===== src/rtl/modbus_pkg.sv =====
// Shared Modbus RTU constants: FSM encodings, function/exception codes,
// CRC-16/MODBUS parameters and the inter-frame silence helper.
package modbus_pkg;

  localparam logic [1:0] ST_WAIT_GAP = 2'd0;
  localparam logic [1:0] ST_IDLE     = 2'd1;
  localparam logic [1:0] ST_RECV     = 2'd2;
  localparam logic [1:0] ST_CHECK    = 2'd3;

  localparam logic [7:0]  FUNC_RD_INPUT = 8'h04;
  localparam logic [7:0]  EXC_ILL_FUNC  = 8'h01;
  localparam logic [7:0]  EXC_ILL_VALUE = 8'h03;

  localparam logic [15:0] CRC_INIT = 16'hFFFF;
  localparam logic [15:0] CRC_POLY = 16'hA001;

  localparam logic [15:0] MAX_QTY = 16'd125;

  // 3.5 characters of 11 bits each, in clock cycles.
  function automatic int t35_cycles(input int clk_freq, input int baud_rate);
    return (clk_freq / baud_rate) * 77 / 2;
  endfunction

endpackage


===== src/rtl/crc16_byte.sv =====
// Combinational CRC-16/MODBUS update for one byte, LSB first (reflected).
module crc16_byte
  import modbus_pkg::*;
(
  input  logic [15:0] crc_in,
  input  logic [7:0]  data,
  output logic [15:0] crc_out
);

  logic [15:0] crc_work;

  always_comb begin
    crc_work = crc_in ^ {8'h00, data};
    for (int i = 0; i < 8; i++) begin
      if (crc_work[0]) crc_work = (crc_work >> 1) ^ CRC_POLY;
      else             crc_work = crc_work >> 1;
    end
    crc_out = crc_work;
  end

endmodule


===== src/rtl/rx_req_parser.sv =====
// Modbus RTU slave receive path: frames bytes by T3.5 silence, checks CRC and
// address, and decodes read-input-registers requests or exception replies.
module rx_req_parser
  import modbus_pkg::*;
#(
  parameter logic [7:0] SADDR     = 8'h01,
  parameter int         CLK_FREQ  = 50000000,
  parameter int         BAUD_RATE = 115200
) (
  input  logic        clk_in,
  input  logic        rst_n_in,
  input  logic [7:0]  rx_data,
  input  logic        rx_valid,
  output logic        req_valid,
  output logic [7:0]  func_code,
  output logic [15:0] start_addr,
  output logic [7:0]  tx_quantity,
  output logic        exc_valid,
  output logic [7:0]  exc_code
);

  localparam int T35   = t35_cycles(CLK_FREQ, BAUD_RATE);
  localparam int GAP_W = $clog2(T35 + 1);
  localparam logic [GAP_W-1:0] T35_V = GAP_W'(T35);

  logic [1:0]       state;
  logic [GAP_W-1:0] gap_cnt;
  logic             gap_done;
  logic [7:0]       frame_buf [8];
  logic [3:0]       byte_cnt;
  logic             overflow;
  logic [15:0]      crc;
  logic [15:0]      crc_next;
  logic [15:0]      qty;
  logic             frame_good;

  crc16_byte u_crc (
    .crc_in  (crc),
    .data    (rx_data),
    .crc_out (crc_next)
  );

  assign gap_done = (gap_cnt == T35_V);

  // A frame is only answered when complete, intact and addressed to us;
  // broadcasts never get a reply from this read-only slave.
  always_comb begin
    qty        = {frame_buf[4], frame_buf[5]};
    frame_good = (byte_cnt == 4'd8) && !overflow && (crc == 16'h0000) &&
                 (frame_buf[0] == SADDR) && (SADDR != 8'h00);
  end

  always_ff @(posedge clk_in or negedge rst_n_in) begin
    if (!rst_n_in) begin
      state       <= ST_WAIT_GAP;
      gap_cnt     <= '0;
      byte_cnt    <= '0;
      overflow    <= 1'b0;
      crc         <= CRC_INIT;
      req_valid   <= 1'b0;
      exc_valid   <= 1'b0;
      exc_code    <= '0;
      func_code   <= '0;
      start_addr  <= '0;
      tx_quantity <= '0;
      for (int i = 0; i < 8; i++) frame_buf[i] <= '0;
    end else begin
      req_valid <= 1'b0;
      exc_valid <= 1'b0;

      if (rx_valid)      gap_cnt <= '0;
      else if (!gap_done) gap_cnt <= gap_cnt + 1'b1;

      case (state)
        ST_WAIT_GAP: begin
          crc      <= CRC_INIT;
          byte_cnt <= '0;
          overflow <= 1'b0;
          if (!rx_valid && gap_done) state <= ST_IDLE;
        end

        ST_IDLE: begin
          if (rx_valid) begin
            frame_buf[0] <= rx_data;
            byte_cnt     <= 4'd1;
            crc          <= crc_next;
            state        <= ST_RECV;
          end
        end

        // A byte arriving on the very cycle the silence completes still
        // belongs to this frame, so rx_valid is tested first.
        ST_RECV: begin
          if (rx_valid) begin
            if (byte_cnt == 4'd8) begin
              overflow <= 1'b1;
            end else begin
              frame_buf[byte_cnt[2:0]] <= rx_data;
              byte_cnt                 <= byte_cnt + 4'd1;
              crc                      <= crc_next;
            end
          end else if (gap_done) begin
            state <= ST_CHECK;
          end
        end

        ST_CHECK: begin
          state    <= ST_IDLE;
          crc      <= CRC_INIT;
          byte_cnt <= '0;
          overflow <= 1'b0;
          if (frame_good) begin
            func_code   <= frame_buf[1];
            start_addr  <= {frame_buf[2], frame_buf[3]};
            tx_quantity <= frame_buf[5];
            if (frame_buf[1] != FUNC_RD_INPUT) begin
              exc_valid <= 1'b1;
              exc_code  <= EXC_ILL_FUNC;
            end else if ((qty == 16'd0) || (qty > MAX_QTY)) begin
              exc_valid <= 1'b1;
              exc_code  <= EXC_ILL_VALUE;
            end else begin
              req_valid <= 1'b1;
            end
          end
        end

        default: state <= ST_WAIT_GAP;
      endcase
    end
  end

endmodule


===== config.mk =====
export PLATFORM = sky130hd
export DESIGN_NAME = rx_req_parser
export DESIGN_NICKNAME = d
export VERILOG_FILES = /design/src/rtl/modbus_pkg.sv /design/src/rtl/crc16_byte.sv /design/src/rtl/rx_req_parser.sv
export SDC_FILE = /design/constraint.sdc
export NUM_CORES = 1
export LEC_CHECK = 0
export ABC_CLOCK_PERIOD_IN_PS = 5900
export CAP_MARGIN = 20
export CORE_MARGIN = 4
export CORE_UTILIZATION = 50
export DETAILED_ROUTE_END_ITERATION = 7
export GPL_TIMING_DRIVEN = 0
export PLACE_DENSITY = 0.71
export SLEW_MARGIN = 5
export SYNTH_ARGS = -nofsm -noshare
export SYNTH_HDL_FRONTEND = slang
export SYNTH_SLANG_ARGS = --single-unit

===== constraint.sdc =====
create_clock -name clk_in -period 5.9 [get_ports clk_in]
set_clock_uncertainty 0.2 [all_clocks]
set_input_delay 1.18 -clock clk_in [delete_from_list [all_inputs] [get_ports clk_in]]
set_output_delay 1.18 -clock clk_in [all_outputs]
set_load 0.02 [all_outputs]

==> metrics, run 1 <==
post-route cell area around 6700 um^2; Logic pwr share 0.272; CTS Buf Count 17; Cell Rows 37; post-CTS sizing 0; CP bufs+invs 4; Area Growth Syn to Fin 24.4%; R2R setup slack roughly 3200 ps; commonest cells after routing, fill and taps aside dfrtp_1 (106), mux2_2 (80), clkdlybuf4s50_1 (45); DR vias/cell ~5.5; switching fraction of total power 0.295; first-pass GRT wire length between 15000 and 20000 um; CTS tree built; largest net degree at the start of global routing 67; synth top area cells dfrtp_1 (49%), mux2_2 (17%), dfstp_2 (7.8%); port bufs 46; worst min path class flip-flop to flip-flop; VDD IR max roughly 0.42 mV; Synth Register Bits between 100 and 150; Max Slew Vio Count 0; Setup CP Type input pin to flip-flop; H-tree depth 4; most common cell after layout, fill and taps aside dfrtp_1; total core area roughly 10000 um^2; Worst path max stage delay around 540 ps; Tot Pwr ~3.2 mW; unrepaired setup endpoints after global routing false; Initial Util 0.517; endpoint class of the critical path flip-flop; share of cells above drive strength 1 0.292; Worst setup SP type input pin; internal power consumption roughly 2.2 mW; detailed-route DRC error count 0; Post-DP Area ~6000 um^2; Pre-antenna DRT Iters 4; die area ~12000 um^2; synthesized cell area approximately 5400 um^2; Final Hold Vio Count 0; First DRT Iteration DRCs between 200 and 250; P_sw about 0.94 mW; R2R cell count 5; postcts setup bufs 0; Post-CTS Hold Buffers 0; IO Pins 53; via count 3512; Worst-path clk slew roughly 60 ps; Die Width 112 um; Unique masters post-synth 50; sequential element share of the synthesized area 0.571; average size of a mapped cell between 10 and 15 um^2; number of global-route vias before repair ~3600; Clk pwr share 0.346; Post-synth EDFFs 0; max_slew headroom 0.457; status completed; min cycle time layout 3120 ps; final RePlAce weighted congestion 0.811; Ys Warns 0; max-capacitance violation count 0; crit path DAT 3330 ps; leakage between 3 and 4 nW; PwrDens approximately 480 nW/um^2; Overflow after GRT 0; Post-DP HPWL 7300 um; diodes inserted 0; post-synth top area share 0.493; ordered list of cells on the worst path clkdlybuf4s50_1 > clkbuf_1 > inv_1 > a21o_1 > nand2_1 > buf_1 > nand4b_1 > o21ai_0; post-synthesis instance total 413; # setup viols final 0; Die Ht roughly 110 um; sequential power share 0.383; critical path fanouts, max 10; Avg WL per Cell between 15 and 20 um; Max Fclk 0.321 GHz; Synth Flop Type dfrtp_1; clock sink count 122; slowest cell on the critical path clkdlybuf4s50_1; cell family with most CP delay buffers and inverters; biggest area consumer among synthesized cells dfrtp_1; Final ANT Viol Nets 0; Tot GR Track Use 0.189; stages on the worst setup path 8; maximum root-to-sink buffer count 2; CP required 6120 ps; final period utilization 0.528; asr flop ratio synth 1.00; Fillers just under 800; root buffer cell clkbuf_8; Clock Latency Late Sink 510 ps; Routed WL between 10000 and 15000 um; hold depth 1; measured slew at the worst slew-check pin ~810 ps; Fin Setup TNS 0 ps; nets roughly 500; antenna violations before repair 1
==> synth_stat cells, types with 3 or more instances <==
cell and count:
a31oi_1 14, o21ai_0 7, nor4_1 6, nand3_1 9, nor2_1 32, mux2_2 80
inv_1 12, and3_1 4, buf_1 3, nand2_1 11, buf_6 3, nand4_1 6
o22a_1 4, or3_1 3, and4_1 3, clkbuf_1 7, ha_1 9, a21oi_1 8
dfrtp_1 106, xor2_1 13, xnor2_1 16, buf_4 6, dfstp_2 16
==> sequential cells by signal, summed over array words and instances (netlist names) <==
register / count
overflow: 1
frame_buf: 48
func_code: 8
tx_quantity: 8
crc: 16
gap_cnt: 15
req_valid: 1
state: 2
start_addr: 16
exc_code: 2
exc_valid: 1
byte_cnt: 4
==> final cells by class <==
class | instances | area [um^2] | area share
Buffer | 19 | 116 | 0.0174
Clock buffer | 17 | 414 | 0.0618
Clock inverter | 15 | 224 | 0.0334
Inverter | 12 | 45.0 | 0.00672
Multi-Input combinational cell | 265 | 2170 | 0.324
Sequential cell | 122 | 3070 | 0.459
Tap cell | 136 | 170 | 0.0254
Timing Repair Buffer | 47 | 489 | 0.0730
==> routing by layer <==
metal | up-vias | routed length (um) | global-route usage | share of wire
met4 | 2 | 155 | 0.0641 | 0.014
li1 | 1609 | - | - | -
met2 | 96 | 5590 | 0.299 | 0.49
met3 | 18 | 715 | 0.0603 | 0.063
met1 | 1787 | 4860 | 0.247 | 0.43
met5 | - | 20 | 0 | 0.0018
==> path summary, 6_finish.rpt <==
kind,start,end
worst min-delay path,exc_code[0]$_DFFE_PN0P_,exc_code[0]$_DFFE_PN0P_
worst min register to register,exc_code[0]$_DFFE_PN0P_,exc_code[0]$_DFFE_PN0P_
max in group asynchronous,rst_n_in,crc[1]$_DFFE_PN1P_
worst max-delay path,rx_valid,byte_cnt[1]$_DFFE_PN0P_
min in group asynchronous,rst_n_in,frame_buf[37]$_DFFE_PN0P_
worst max register to register,state[0]$_DFFE_PN0P_,tx_quantity[5]$_DFFE_PN0P_
==> power groups by stage <==
stage	Sequential, mW	Clock (mW)	Combinational [mW]
after floorplan	1.18	0	0.702
final	1.22	1.10	0.867
after CTS	1.22	1.12	0.875
after detailed placement	1.23	0	0.863
after global placement	1.22	0	0.837
after global routing	1.24	1.16	0.959
==> through the flow <==
stage,hold slack (ps),util,std cells,setup slack (ps)
2_1_floorplan,260,-,418,3220
3_3_place_gp,241,0.579,600,-1100
3_5_place_dp,247,0.582,601,2280
4_1_cts,280,0.643,633,2820
5_1_grt,301,0.643,633,2650
6_report,278,0.643,633,2780
==> kinds of logic (layout without fill, tap and decap cells) <==
kind of cell	count (synthesis)	in the layout	synth area share
fa+ha+maj	9	9	0.0209
flops	122	122	0.571
other cells	1	6	0.000696
buf+inv	31	110	0.0300
compound gates	42	42	0.0493
simple gates	93	93	0.0957
mux	83	83	0.174
xor+xnor	32	32	0.0585
(Power assumes the default switching activity.)
==> run 2: changes to the inputs <==
ABC_CLOCK_PERIOD_IN_PS = 3100   (was 5900)
clock period = 3.1 ns   (was 5.9 ns; I/O delays follow)
==> metrics, run 2 (same netlist as run 1, synthesis figures left out) <==
antenna violations before repair 1 (unchanged); first-pass GRT wire length 18700 um (about the same); Initial Util 0.517 (unchanged); final RePlAce weighted congestion 0.811 (unchanged); detailed-route DRC error count 0 (unchanged); Routed WL 11400 um (+0.20%); H-tree depth 4 (unchanged); endpoint class of the critical path flip-flop; measured slew at the worst slew-check pin 829 ps (+20.9 ps); PwrDens 905 nW/um^2 (+90%); Hold Slack 274 ps (-3.15 ps); Tot GR Track Use 0.189 (about the same); Final ANT Viol Nets 0 (unchanged); Tot Pwr 6.07 mW (+90%); die area 12500 um^2 (unchanged); worst min path class flip-flop to flip-flop; post-CTS sizing 0 (unchanged); Worst-path clk slew 60 ps (about the same); DP Cell Count 601 (unchanged); registers with the most flip-flops frame_buf x48, crc x16, start_addr x16; nets 505 (+0.20%); share of cells above drive strength 1 0.291 (-0.000586); post-route cell area 6710 um^2 (+0.15%); Fillers 777 (-0.13%); largest net degree at the start of global routing 67 (unchanged); Post-DP HPWL 7300 um (unchanged); Fin Setup TNS 0 ps (unchanged); Worst setup SP type flip-flop; IO Pins 53 (unchanged); CTS Buf Count 17 (unchanged); VDD IR max 0.799 mV (+91%); max-capacitance violation count 0 (unchanged); R2R setup slack 340 ps (-2810 ps); Post-DP Area 6060 um^2 (unchanged); Overflow after GRT 0 (unchanged); total core area 10400 um^2 (unchanged); register area 3070 um^2 (unchanged); Max Slew Vio Count 0 (unchanged); status completed; diodes inserted 0 (unchanged); Pre-antenna DRT Iters 4 (unchanged); leakage 3.09 nW (+0.13%); # setup viols final 0 (unchanged); Setup CP Type flip-flop to flip-flop; First DRT Iteration DRCs 225 (-1.3%); Avg WL per Cell 17.9 um (about the same); CP required 3290 ps (-2830 ps); final period utilization 0.892; DR vias/cell 5.59 (+0.67%); max reg flops 48 (unchanged); min cycle time layout approximately 2800 ps; Cell Rows 37 (unchanged); number of global-route vias before repair 3627 (-0.17%); Most flops, register frame_buf; unrepaired setup endpoints after global routing false; maximum root-to-sink buffer count 2 (unchanged); Post-CTS Hold Buffers 1 (+1); postcts setup bufs 0 (unchanged); max_slew headroom 0.443 (-0.0141); critical path fanouts, max 10 (unchanged); clock sink count 122 (unchanged); via count 3541 (+0.83%); CTS tree built; Multi-input gate area 2170 um^2 (unchanged); Die Ht 112 um (unchanged); port bufs 46 (unchanged); most common cell after layout, fill and taps aside dfrtp_1; Die Width 112 um (unchanged); Finished Layout Cells 634 (+0.16%); Final Hold Vio Count 0 (unchanged); Max Fclk about 0.36 GHz; Area Growth Syn to Fin 24.6%; root buffer cell clkbuf_8; Clock Latency Late Sink 510 ps (about the same); crit path DAT 2960 ps (-370 ps); commonest cells after routing, fill and taps aside dfrtp_1 (106), mux2_2 (80), clkdlybuf4s50_1 (45)
run 2: changes by cell type in the layout (fill, tap and decap cells not counted):
| cell | change |
|---|---|
| dlygate4sd3_1 | +1 |
run 2: area by class of cell:
| class | instances | area share |
|---|---|---|
| Buffer | 19 | 0.0173 |
| Clock buffer | 17 | 0.0617 |
| Clock inverter | 15 | 0.0334 |
| Inverter | 12 | 0.00671 |
| Multi-Input combinational cell | 265 | 0.323 |
| Sequential cell | 122 | 0.458 |
| Tap cell | 136 | 0.0254 |
| Timing Repair Buffer | 48 | 0.0744 |
run 2: per-stage QoR:
step / setup slack [ps] / util
CTS: 341 / 0.644
finish: 336 / 0.644
global placement: -3340 / 0.579
detailed placement: 42.1 / 0.582
global route: 266 / 0.644
floorplan: 704 / -
run 2: final timing paths:
kind                                         endpoint                     from  cells past startpoint
max in group asynchronous          crc[1]$_DFFE_PN1P_                 rst_n_in                      3
min in group asynchronous   frame_buf[37]$_DFFE_PN0P_                 rst_n_in                      2
hold reg to reg               exc_code[0]$_DFFE_PN0P_  exc_code[0]$_DFFE_PN0P_                      1
setup / recovery           tx_quantity[5]$_DFFE_PN0P_     state[0]$_DFFE_PN0P_                      5
hold / removal                exc_code[0]$_DFFE_PN0P_  exc_code[0]$_DFFE_PN0P_                      1
setup reg to reg           tx_quantity[5]$_DFFE_PN0P_     state[0]$_DFFE_PN0P_                      5
run 2: routing by layer:
metal,vias to the layer above,track usage,part of all wire,wire [um]
met5,-,0,0.0018,20
met4,2,0.0641,0.015,175
met3,20,0.0603,0.046,528
met2,92,0.299,0.49,5620
met1,1814,0.247,0.44,5010
li1,1613,-,-,-
run 2: power by group:
| group | internal, mW | switching, mW | leakage [nW] | total [mW] |
|---|---|---|---|---|
| clock network | 1.39 | 0.712 | 0.308 | 2.10 |
| logic | 0.848 | 0.805 | 1.19 | 1.65 |
| registers | 2.04 | 0.275 | 1.60 | 2.32 |
run 2: worst max-delay path: stages (launching register included):
cell	delay, ps
dfrtp_1	410
ha_1	190
or4b_4	470
nor4_4	750
buf_6	260
mux2_2	360
